$ cat src/rtl/ws2812_strip_driver_if.sv
// -----------------------------------------------------------------------------
// ws2812_strip_driver_if
// Pixel stream handshake between a pixel source and ws2812_strip_driver.
//   pix_data  [23:0] pixel in wire order {G,R,B}, bit 23 is sent first
//   pix_valid        source has a pixel on pix_data
//   pix_ready        driver accepts a pixel this cycle
// Modports: master = pixel source, slave = LED driver.
// -----------------------------------------------------------------------------
interface ws2812_strip_driver_if;
   logic [23:0] pix_data;
   logic        pix_valid;
   logic        pix_ready;

   modport master (
      output pix_data,
      output pix_valid,
      input  pix_ready
   );

   modport slave (
      input  pix_data,
      input  pix_valid,
      output pix_ready
   );
endinterface

$ cat src/rtl/ws2812_strip_driver.sv
// -----------------------------------------------------------------------------
// ws2812_strip_driver
// Serialises LED_NUM 24-bit pixels onto a single WS2812 data line using NRZ
// pulse-width coding (MSB first), then holds the line low for the latch period
// and pulses frame_done.
//
// Ports:
//   clk         system clock (CLK_FRE Hz)
//   rst_n       asynchronous active-low reset
//   start       one-cycle frame request, only honoured while idle
//   pix_if      slave side of the pixel handshake (pix_data/pix_valid/pix_ready)
//   busy        frame in progress
//   frame_done  one-cycle pulse after the latch period of a complete frame
//   underrun    one-cycle pulse when a frame is aborted for lack of pixels
//   dout        WS2812 data line
//
// Optional feature macro: WS2812_UNDERRUN_EN
//   Defined: while waiting for pixel index >= 1, CRST/2 cycles without a
//   handshake abort the frame (underrun pulse, full latch, no frame_done).
//   Undefined: the driver waits indefinitely and underrun stays 0.
// -----------------------------------------------------------------------------
module ws2812_strip_driver #(
   parameter int CLK_FRE  = 27_000_000,
   parameter int LED_NUM  = 8,
   parameter int T0H_NS   = 400,
   parameter int T0L_NS   = 850,
   parameter int T1H_NS   = 850,
   parameter int T1L_NS   = 400,
   parameter int RESET_US = 80
) (
   input  logic                        clk,
   input  logic                        rst_n,
   input  logic                        start,
   ws2812_strip_driver_if.slave        pix_if,
   output logic                        busy,
   output logic                        frame_done,
   output logic                        underrun,
   output logic                        dout
);

   // Phase lengths in clock cycles (integer truncation).
   localparam int C0H  = (CLK_FRE / 1000) * T0H_NS / 1_000_000;
   localparam int C0L  = (CLK_FRE / 1000) * T0L_NS / 1_000_000;
   localparam int C1H  = (CLK_FRE / 1000) * T1H_NS / 1_000_000;
   localparam int C1L  = (CLK_FRE / 1000) * T1L_NS / 1_000_000;
   localparam int CRST = (CLK_FRE / 1_000_000) * RESET_US;

   localparam int CM_A = (C0H > C0L) ? C0H : C0L;
   localparam int CM_B = (C1H > C1L) ? C1H : C1L;
   localparam int CM_C = (CM_A > CM_B) ? CM_A : CM_B;
   localparam int CMAX = (CM_C > CRST) ? CM_C : CRST;

   localparam int TW = $clog2(CMAX + 1);
   localparam int PW = $clog2(LED_NUM + 1);

   // Terminal counts: a phase of N cycles ends when the counter reads N-1.
   localparam logic [TW-1:0] T0H_END  = TW'(C0H - 1);
   localparam logic [TW-1:0] T0L_END  = TW'(C0L - 1);
   localparam logic [TW-1:0] T1H_END  = TW'(C1H - 1);
   localparam logic [TW-1:0] T1L_END  = TW'(C1L - 1);
   localparam logic [TW-1:0] RST_END  = TW'(CRST - 1);
   localparam logic [PW-1:0] LAST_PIX = PW'(LED_NUM - 1);

   localparam logic [2:0] S_IDLE  = 3'd0;
   localparam logic [2:0] S_LOAD  = 3'd1;
   localparam logic [2:0] S_HIGH  = 3'd2;
   localparam logic [2:0] S_LOW   = 3'd3;
   localparam logic [2:0] S_LATCH = 3'd4;

   if ((LED_NUM < 1) || (C0H < 1) || (C0L < 1) || (C1H < 1) || (C1L < 1) || (CRST < 2))
   begin : g_bad_cfg
      $error("ws2812_strip_driver: LED_NUM or a derived cycle count is out of range");
   end

   logic [2:0]    state_q,      state_d;
   logic [TW-1:0] tcnt_q,       tcnt_d;
   logic [23:0]   shift_q,      shift_d;
   logic [4:0]    bit_q,        bit_d;
   logic [PW-1:0] pix_q,        pix_d;
   logic          abort_q,      abort_d;
   logic          dout_q,       dout_d;
   logic          pix_ready_q,  pix_ready_d;
   logic          busy_q,       busy_d;
   logic          frame_done_q, frame_done_d;
   logic          underrun_q,   underrun_d;

   logic [TW-1:0] high_end_s;
   logic [TW-1:0] low_end_s;
   logic          handshake_s;
   logic          timeout_s;

   // Phase lengths follow the bit currently at the head of the shift register.
   assign high_end_s  = shift_q[23] ? T1H_END : T0H_END;
   assign low_end_s   = shift_q[23] ? T1L_END : T0L_END;
   assign handshake_s = pix_if.pix_valid & pix_ready_q;

`ifdef WS2812_UNDERRUN_EN
   localparam logic [TW-1:0] UR_END = TW'(CRST / 2 - 1);
   // The LOAD dwell counter only arms from the second pixel on.
   assign timeout_s = (pix_q != {PW{1'b0}}) && (tcnt_q == UR_END);
`else
   assign timeout_s = 1'b0;
`endif

   // Next-state, counter and output decode for the frame sequencer.
   always_comb begin
      state_d      = state_q;
      tcnt_d       = tcnt_q + {{(TW-1){1'b0}}, 1'b1};
      shift_d      = shift_q;
      bit_d        = bit_q;
      pix_d        = pix_q;
      abort_d      = abort_q;
      frame_done_d = 1'b0;
      underrun_d   = 1'b0;

      case (state_q)
         S_IDLE: begin
            tcnt_d = {TW{1'b0}};
            if (start) begin
               state_d = S_LOAD;
               pix_d   = {PW{1'b0}};
               abort_d = 1'b0;
            end else begin
               state_d = S_IDLE;
            end
         end
         S_LOAD: begin
            if (handshake_s) begin
               shift_d = pix_if.pix_data;
               bit_d   = 5'd23;
               tcnt_d  = {TW{1'b0}};
               state_d = S_HIGH;
            end else if (timeout_s) begin
               tcnt_d     = {TW{1'b0}};
               underrun_d = 1'b1;
               abort_d    = 1'b1;
               state_d    = S_LATCH;
            end else begin
`ifdef WS2812_UNDERRUN_EN
               if (pix_q == {PW{1'b0}}) begin
                  tcnt_d = {TW{1'b0}};
               end else begin
                  tcnt_d = tcnt_q + {{(TW-1){1'b0}}, 1'b1};
               end
`else
               tcnt_d = {TW{1'b0}};
`endif
            end
         end
         S_HIGH: begin
            if (tcnt_q == high_end_s) begin
               tcnt_d  = {TW{1'b0}};
               state_d = S_LOW;
            end else begin
               state_d = S_HIGH;
            end
         end
         S_LOW: begin
            if (tcnt_q == low_end_s) begin
               tcnt_d = {TW{1'b0}};
               if (bit_q != 5'd0) begin
                  shift_d = {shift_q[22:0], 1'b0};
                  bit_d   = bit_q - 5'd1;
                  state_d = S_HIGH;
               end else if (pix_q < LAST_PIX) begin
                  pix_d   = pix_q + {{(PW-1){1'b0}}, 1'b1};
                  state_d = S_LOAD;
               end else begin
                  state_d = S_LATCH;
               end
            end else begin
               state_d = S_LOW;
            end
         end
         S_LATCH: begin
            if (tcnt_q == RST_END) begin
               tcnt_d       = {TW{1'b0}};
               frame_done_d = ~abort_q;
               state_d      = S_IDLE;
            end else begin
               state_d = S_LATCH;
            end
         end
         default: begin
            tcnt_d  = {TW{1'b0}};
            state_d = S_IDLE;
         end
      endcase

      // Outputs are registered copies of what the next state implies.
      dout_d      = (state_d == S_HIGH);
      pix_ready_d = (state_d == S_LOAD);
      busy_d      = (state_d != S_IDLE);
   end

   // State and output registers; reset drives the line low immediately.
   always_ff @(posedge clk or negedge rst_n) begin
      if (!rst_n) begin
         state_q      <= S_IDLE;
         tcnt_q       <= {TW{1'b0}};
         shift_q      <= 24'd0;
         bit_q        <= 5'd0;
         pix_q        <= {PW{1'b0}};
         abort_q      <= 1'b0;
         dout_q       <= 1'b0;
         pix_ready_q  <= 1'b0;
         busy_q       <= 1'b0;
         frame_done_q <= 1'b0;
         underrun_q   <= 1'b0;
      end else begin
         state_q      <= state_d;
         tcnt_q       <= tcnt_d;
         shift_q      <= shift_d;
         bit_q        <= bit_d;
         pix_q        <= pix_d;
         abort_q      <= abort_d;
         dout_q       <= dout_d;
         pix_ready_q  <= pix_ready_d;
         busy_q       <= busy_d;
         frame_done_q <= frame_done_d;
         underrun_q   <= underrun_d;
      end
   end

   assign pix_if.pix_ready = pix_ready_q;
   assign busy             = busy_q;
   assign frame_done       = frame_done_q;
   assign underrun         = underrun_q;
   assign dout             = dout_q;

endmodule

$ cat src/flat_wrapper.sv
// flat-port wrapper written by rule: the top's interface ports become plain ports
module ws2812_strip_driver_flat 
#(
   parameter int CLK_FRE  = 27_000_000,
   parameter int LED_NUM  = 8,
   parameter int T0H_NS   = 400,
   parameter int T0L_NS   = 850,
   parameter int T1H_NS   = 850,
   parameter int T1L_NS   = 400,
   parameter int RESET_US = 80
)
  (clk, rst_n, start, busy, frame_done, underrun, dout, pix_if_pix_data, pix_if_pix_valid, pix_if_pix_ready);
  ws2812_strip_driver_if pix_if_i ();
  input  logic clk;
  input  logic rst_n;
  input  logic start;
  output logic busy;
  output logic frame_done;
  output logic underrun;
  output logic dout;
  input wire logic [$bits(pix_if_i.pix_data)-1:0] pix_if_pix_data;
  input wire logic [$bits(pix_if_i.pix_valid)-1:0] pix_if_pix_valid;
  output wire logic [$bits(pix_if_i.pix_ready)-1:0] pix_if_pix_ready;
  assign pix_if_i.pix_data = pix_if_pix_data;
  assign pix_if_i.pix_valid = pix_if_pix_valid;
  assign pix_if_pix_ready = pix_if_i.pix_ready;
  ws2812_strip_driver #(.CLK_FRE(CLK_FRE), .LED_NUM(LED_NUM), .T0H_NS(T0H_NS), .T0L_NS(T0L_NS), .T1H_NS(T1H_NS), .T1L_NS(T1L_NS), .RESET_US(RESET_US)) u_core (.clk(clk), .rst_n(rst_n), .start(start), .pix_if(pix_if_i), .busy(busy), .frame_done(frame_done), .underrun(underrun), .dout(dout));
endmodule
$ cat config.mk
export PLATFORM = sky130hd
export DESIGN_NAME = ws2812_strip_driver_flat
export DESIGN_NICKNAME = d
export VERILOG_FILES = /design/src/rtl/ws2812_strip_driver_if.sv /design/src/rtl/ws2812_strip_driver.sv /design/src/flat_wrapper.sv
export SDC_FILE = /design/constraint.sdc
export NUM_CORES = 1
export LEC_CHECK = 0
export BUFFER_PORTS_ARGS = -buffer_cell sky130_fd_sc_hd__buf_2
export CAP_MARGIN = 20
export CELL_PAD_IN_SITES_DETAIL_PLACEMENT = 1
export CELL_PAD_IN_SITES_GLOBAL_PLACEMENT = 2
export CORE_ASPECT_RATIO = 1.25
export CORE_MARGIN = 1
export CORE_UTILIZATION = 42
export CTS_BUF_LIST = sky130_fd_sc_hd__clkbuf_8
export CTS_CLUSTER_DIAMETER = 30
export DETAILED_ROUTE_END_ITERATION = 16
export GPL_ROUTABILITY_DRIVEN = 0
export MAX_ROUTING_LAYER = met4
export PLACE_DENSITY_LB_ADDON = 0.08
export SYNTH_ARGS = -nofsm -noshare
export SYNTH_HDL_FRONTEND = slang
export SYNTH_SLANG_ARGS = --single-unit
$ cat constraint.sdc
create_clock -name clk -period 5.9 [get_ports clk]
set_clock_uncertainty 0.05 [all_clocks]
set_input_delay 0.295 -clock clk [delete_from_list [all_inputs] [get_ports clk]]
set_output_delay 0.295 -clock clk [all_outputs]
set_load 0.01 [all_outputs]
# Word-level counts from Yosys, hierarchy flattened
# Index checks and enable logic that the tools add are counted.
[totals]
wordCells = 65
regBits = 52
out_inout_bits = 5
[op_classes]
magnitude_cmp = 1
eq_ne = 15
n_addsub = 3
mux = 29
n_reduce_logical = 7
bitwise_logic = 1
[ops]
columns = ["operator", "count"]
rows = [
  ["$mux W24", 3],
  ["$pmux W24 S2", 1],
  ["$mux W12", 3],
  ["$pmux W12 S3", 1],
  ["$mux W5", 5],
  ["$eq A12 B12 Y1", 2],
  ["$mux W4", 4],
  ["$mux W3", 5],
  ["$pmux W3 S5", 1],
  ["$add A12 B1 Y12 const B", 1],
  ["$eq A12 B12 Y1 const B", 1],
  ["$pmux W5 S2", 1],
  ["$eq A3 B2 Y1 const B", 3],
  ["$ne A2 B1 Y1 const B", 4],
  ["$pmux W4 S2", 1],
  ["$eq A3 B1 Y1 const B", 2],
  ["$reduce_and A5 Y1", 1],
  ["$reduce_bool A5 Y1", 1],
  ["$sub A5 B1 Y5 const B", 1],
  ["$add A4 B1 Y4 const B", 1],
  ["$lt A4 B3 Y1 const B", 1],
  ["$mux W1", 4],
  ["$ne A2 B2 Y1 const B", 2],
  ["$reduce_and A4 Y1", 1],
  ["other kinds (5)", 6],
]

# Logic depth before layout (Yosys ltp)
[depth]
depth_word = 6
ltp_mapped = 8
ltp_nobuf = 6

# Least setup slack after synthesis
# No wires, ideal clock.
[synth_path]
path_kind = "reg-to-reg"
start = "register u_core.tcnt_q[1]"
end = "register u_core.shift_q[10]"
path_stages_with_launch = 8
required_ps = 5727
synth_period_minus_slack_ps = 1914
arrival_ps = 1741
slack_ps = 3986
setup_ps = 123
path_cell_list = "dfrtp_1 inv_1 ha_1 nor4b_2 o211ai_4 clkbuf_1 or3_1 o221a_2"
[synth_between]
elab_chain_cells = 3
[synth_rtl]
columns = ["element", "line_no", "rtl"]
rows = [
  ["from (decl)", "ws2812_strip_driver.sv:76", "logic [TW-1:0] tcnt_q, tcnt_d;"],
  ["from (signal assigned)", "ws2812_strip_driver.sv:200", "tcnt_q <= {TW{1'b0}};"],
  ["from (signal assigned)", "ws2812_strip_driver.sv:212", "tcnt_q <= tcnt_d;"],
  ["$eq A12 B12 Y1", "ws2812_strip_driver.sv:159", "if (tcnt_q == low_end_s) begin"],
  ["$ne A2 B1 Y1 (no source line)", "--", ""],
  ["$reduce_and A4 Y1 (no source line)", "--", ""],
  ["to (signal assigned)", "ws2812_strip_driver.sv:213", "shift_q <= shift_d;"],
  ["to (decl)", "ws2812_strip_driver.sv:77", "logic [23:0] shift_q, shift_d;"],
]
# Every way passes these cells.
# A chain may end at the register's enable or synchronous reset.

# Worst setup path in the final report
[layout_path]
start = "register u_core.tcnt_q[1]"
end = "register u_core.shift_q[2]"
# Same word-level chain as after synthesis.

==> summary.md <==
| Metric | Value |
|---|---|
| Status | `complete, no violations` |
| Crit path cell chain | `inv_1 -> ha_1 -> nor4b_2 -> o211ai_4 -> o21ai_2 -> o221a_2` |
| Total track usage | `0.197` |
| Global routing met3 resource utilization | `0.0301` |
| CTS tree | `yes` |
| Crit Path Category | `flop to flop` |
| VDD IR max | `0.106 mV` |
| Initial DRC count | `85` |
| Met2 usage | `0.329` |
| Required @ worst endpoint | `6.10 ns` |
| Layout area overhead | `11.7%` |
| Post-synthesis cell area | `2630 um2` |
| PnR worst setup slack | `3.05 ns` |
| Non-filler instance count after layout | `344` |
| Final Util | `0.496` |
| Post-synthesis cell type count | `51` |
| Initial Utilization | `0.444` |
| Fillers | `664` |
| # Post-CTS Setup Buffers | `0` |
| Post-place instance area | `2820 um2` |
| Post-Synth Adder-Cell Area | `0.0238` |
| Vias in the first global route | `2060` |
| Routed WL | `5690 um` |
| Largest family of logic cells by synthesized area | `simple AND/OR/NAND/NOR gates` |
| I/O pin count | `33` |
| Part of the Yosys area used for sequential elements | `0.494` |
| Placed Cells | `336` |
| GRT busiest layer | `met2` |
| Clk_lat worst skew | `0.31 ns` |
| Max-Cap Viols | `0` |
| Diode count | `0` |
| Dpl hpwl | `3820 um` |
| Crit-path max FO | `28` |
| First-pass GRT wire length | `9870 um` |
| Actual slew at the worst max-slew pin | `1.04 ns` |
| Layout cells sized above 1 | `0.290` |
| ANT nets after route | `0` |
| CTS root buffer | `clkbuf_8` |
| Slowest Stage Delay on Critical Path | `0.92 ns` |
| Vias per cell | `5.64` |
| Final Hold Viols | `0` |
| CTS Buf Count | `5` |
| Syn_area_per_cell | `11.1 um2` |
| Clock transition at the registers of the reported paths | `0.10 ns` |
| Clock H-tree levels | `2` |
| Critical path endpoint category | `flop` |
| Arrival time worst endpoint | `3.05 ns` |
| Fraction of registers with async set/reset | `1.00` |
| Post-Syn Nets | `271` |
| Die X | `72.8 um` |
| DR pass1 iterations | `4` |
| Remaining Overflow, GRT | `0` |
| Synthesized flop and latch total | `52` |
| DRC Markers | `0` |
| CTS Buffer Depth | `2` |
| Worst path slowest cell | `o21ai_2` |
| Fin crit period | `2.85 ns` |
| Ys flop type | `dfrtp_1` |
| Compound-gate portion of the synthesized area | `0.177` |
| Post-place setup slack | `3.06 ns` |
| Pwr dens | `216 nW/um2` |
| PortBufs | `31` |
| Post-Synth XOR/XNOR Area | `0.0333` |
| Relative slew slack | `0.304` |
| GRT met1 Usage | `0.245` |
| Core ar. | `5930 um2` |
| Die height | `90.5 um` |
| Final nets | `294` |
| Initial antenna violation count | `0` |
| RSZ-0062 raised after global routing | `false` |
| Total area of sequential cells | `1300 um2` |
| Area of the multi-input gates | `1220 um2` |
| Clock sinks | `52` |
| Per-cell routed wire length | `16.5 um` |
| Setup_tns | `0 ns` |
| Post-synthesis mux area share | `0.0128` |
| Final Cell Area | `2940 um2` |
| Final setup viols | `0` |
| Pins Over Slew Limit | `0` |
| Post-Synth Simple-Gate Area | `0.216` |
| Row count | `31` |
| Max Fclk | `0.351 GHz` |
| Hold Crit Class | `input pin to async pin` |
| Startpoint types | `flop` |
| Resize count post-CTS | `0` |
| Number of synthesized flops with an enable pin | `0` |
| Die area | `6590 um2` |
| Post-Syn Instances | `238` |
| Via count | `1939` |
| Total of warnings raised by yosys | `0` |
| Largest net degree at the start of global routing | `53` |
| Worst-case reg-to-reg path depth | `6` |
| Number of hold buffers added after cts | `0` |
| Final period utilization | `0.483` |
| Leak | `1.31 nW` |
## cells in the mapped netlist (2+ instances only)
library cell	number	area, um2
nand4_1	4	25.0
nor2_1	21	78.8
buf_4	4	30.0
xnor2_1	9	78.8
nor3b_1	2	15.0
a21oi_1	7	35.0
nand3_1	6	30.0
clkbuf_1	7	26.3
nor4_1	2	12.5
or3_1	23	144
nor3_1	3	15.0
and4bb_2	2	25.0
o221a_2	22	248
dfrtp_1	52	1300
nand2b_1	4	25.0
nor4b_2	2	30.0
inv_1	6	22.5
o21ai_0	2	10.0
mux2_2	3	33.8
nand2_1	7	26.3
ha_1	5	62.6
and3_1	3	18.8
or2_2	2	12.5
and4b_1	2	20.0
a21o_1	2	15.0
buf_2	6	30.0
a31oi_1	5	31.3
and2_1	2	12.5
## per-stage QoR
| step | hold slack [ns] | total power, mW |
|---|---|---|
| after floorplan | -0.0506 | 0.366 |
| after global placement | 0.413 | 0.383 |
| after detailed placement | 0.413 | 0.383 |
| after CTS | 0.0699 | 0.645 |
| after global routing | 0.0959 | 0.660 |
| final | 0.0468 | 0.634 |
## report_power, final
group	switching, mW	leakage (nW)	internal (mW)
Combinational	0.0105	0.579	0.00736
Sequential	0.000765	0.671	0.357
Clock	0.120	0.0614	0.139
## sequential cells by signal, indices dropped and copies added (netlist names)
name	flops
u_core.busy	1
u_core.shift_q	24
u_core.frame_done	1
u_core.state_q	3
u_core.bit_q	5
u_core.tcnt_q	12
u_core.pix_q	4
u_core.dout	1
u_core.pix_if.pix_ready	1
## final timing paths
| kind | startpoint | endpoint | slack, ns |
|---|---|---|---|
| setup / recovery | u_core.tcnt_q[1]$_DFF_PN0_ | u_core.shift_q[2]$_DFFE_PN0P_ | 3.05 |
| setup reg to reg | u_core.tcnt_q[1]$_DFF_PN0_ | u_core.shift_q[2]$_DFFE_PN0P_ | 3.05 |
| min in group clk | pix_if_pix_data[0] | u_core.shift_q[0]$_DFFE_PN0P_ | 0.14 |
| hold / removal | rst_n | u_core.tcnt_q[0]$_DFF_PN0_ | 0.05 |
| max in group asynchronous | rst_n | u_core.shift_q[22]$_DFFE_PN0P_ | 5.33 |
| hold reg to reg | u_core.shift_q[1]$_DFFE_PN0P_ | u_core.shift_q[1]$_DFFE_PN0P_ | 0.45 |
## layout by cell type, fill, tap and decap left out, types with 6 or more instances in the layout
| cell | instances |
|---|---|
| dfrtp_1 | 52 |
| buf_2 | 31 |
| or3_1 | 23 |
| o221a_2 | 22 |
| nor2_1 | 21 |
| xnor2_1 | 9 |
| a21oi_1 | 7 |
| nand2_1 | 7 |
| inv_1 | 6 |
| nand3_1 | 6 |
| clkbuf_8 | 6 |
## area by class of cell
cell class,instances,share of cell area
Clock buffer,6,0.0281
Clock inverter,2,0.0132
Inverter,6,0.00766
Multi-Input combinational cell,163,0.416
Sequential cell,52,0.442
Tap cell,82,0.0349
Timing Repair Buffer,33,0.0578
## kinds of logic (layout without fill, tap and decap cells)
family	Yosys count	count (layout)
fa+ha+maj	5	5
simple gates	93	93
buf+inv	23	47
xor+xnor	10	10
other cells	1	1
flops	52	52
mux	3	3
compound gates	51	51
## per-layer routing
| layer | up-vias | share of wire |
|---|---|---|
| li1 | 938 | - |
| met5 | - | 0 |
| met4 | 0 | 0.0081 |
| met2 | 30 | 0.49 |
| met1 | 966 | 0.48 |
| met3 | 5 | 0.021 |
## worst max-delay path: cells and delay by family, from the launching register on
family	cells	cell delay (ns)
flip-flops	1	0.42
adder cells (fa/ha/maj)	1	0.13
buffers and inverters	1	0.07
AND/OR/NAND/NOR	1	0.47
AO/OA/AOI/OAI	3	1.65
(Power assumes the default switching activity.)
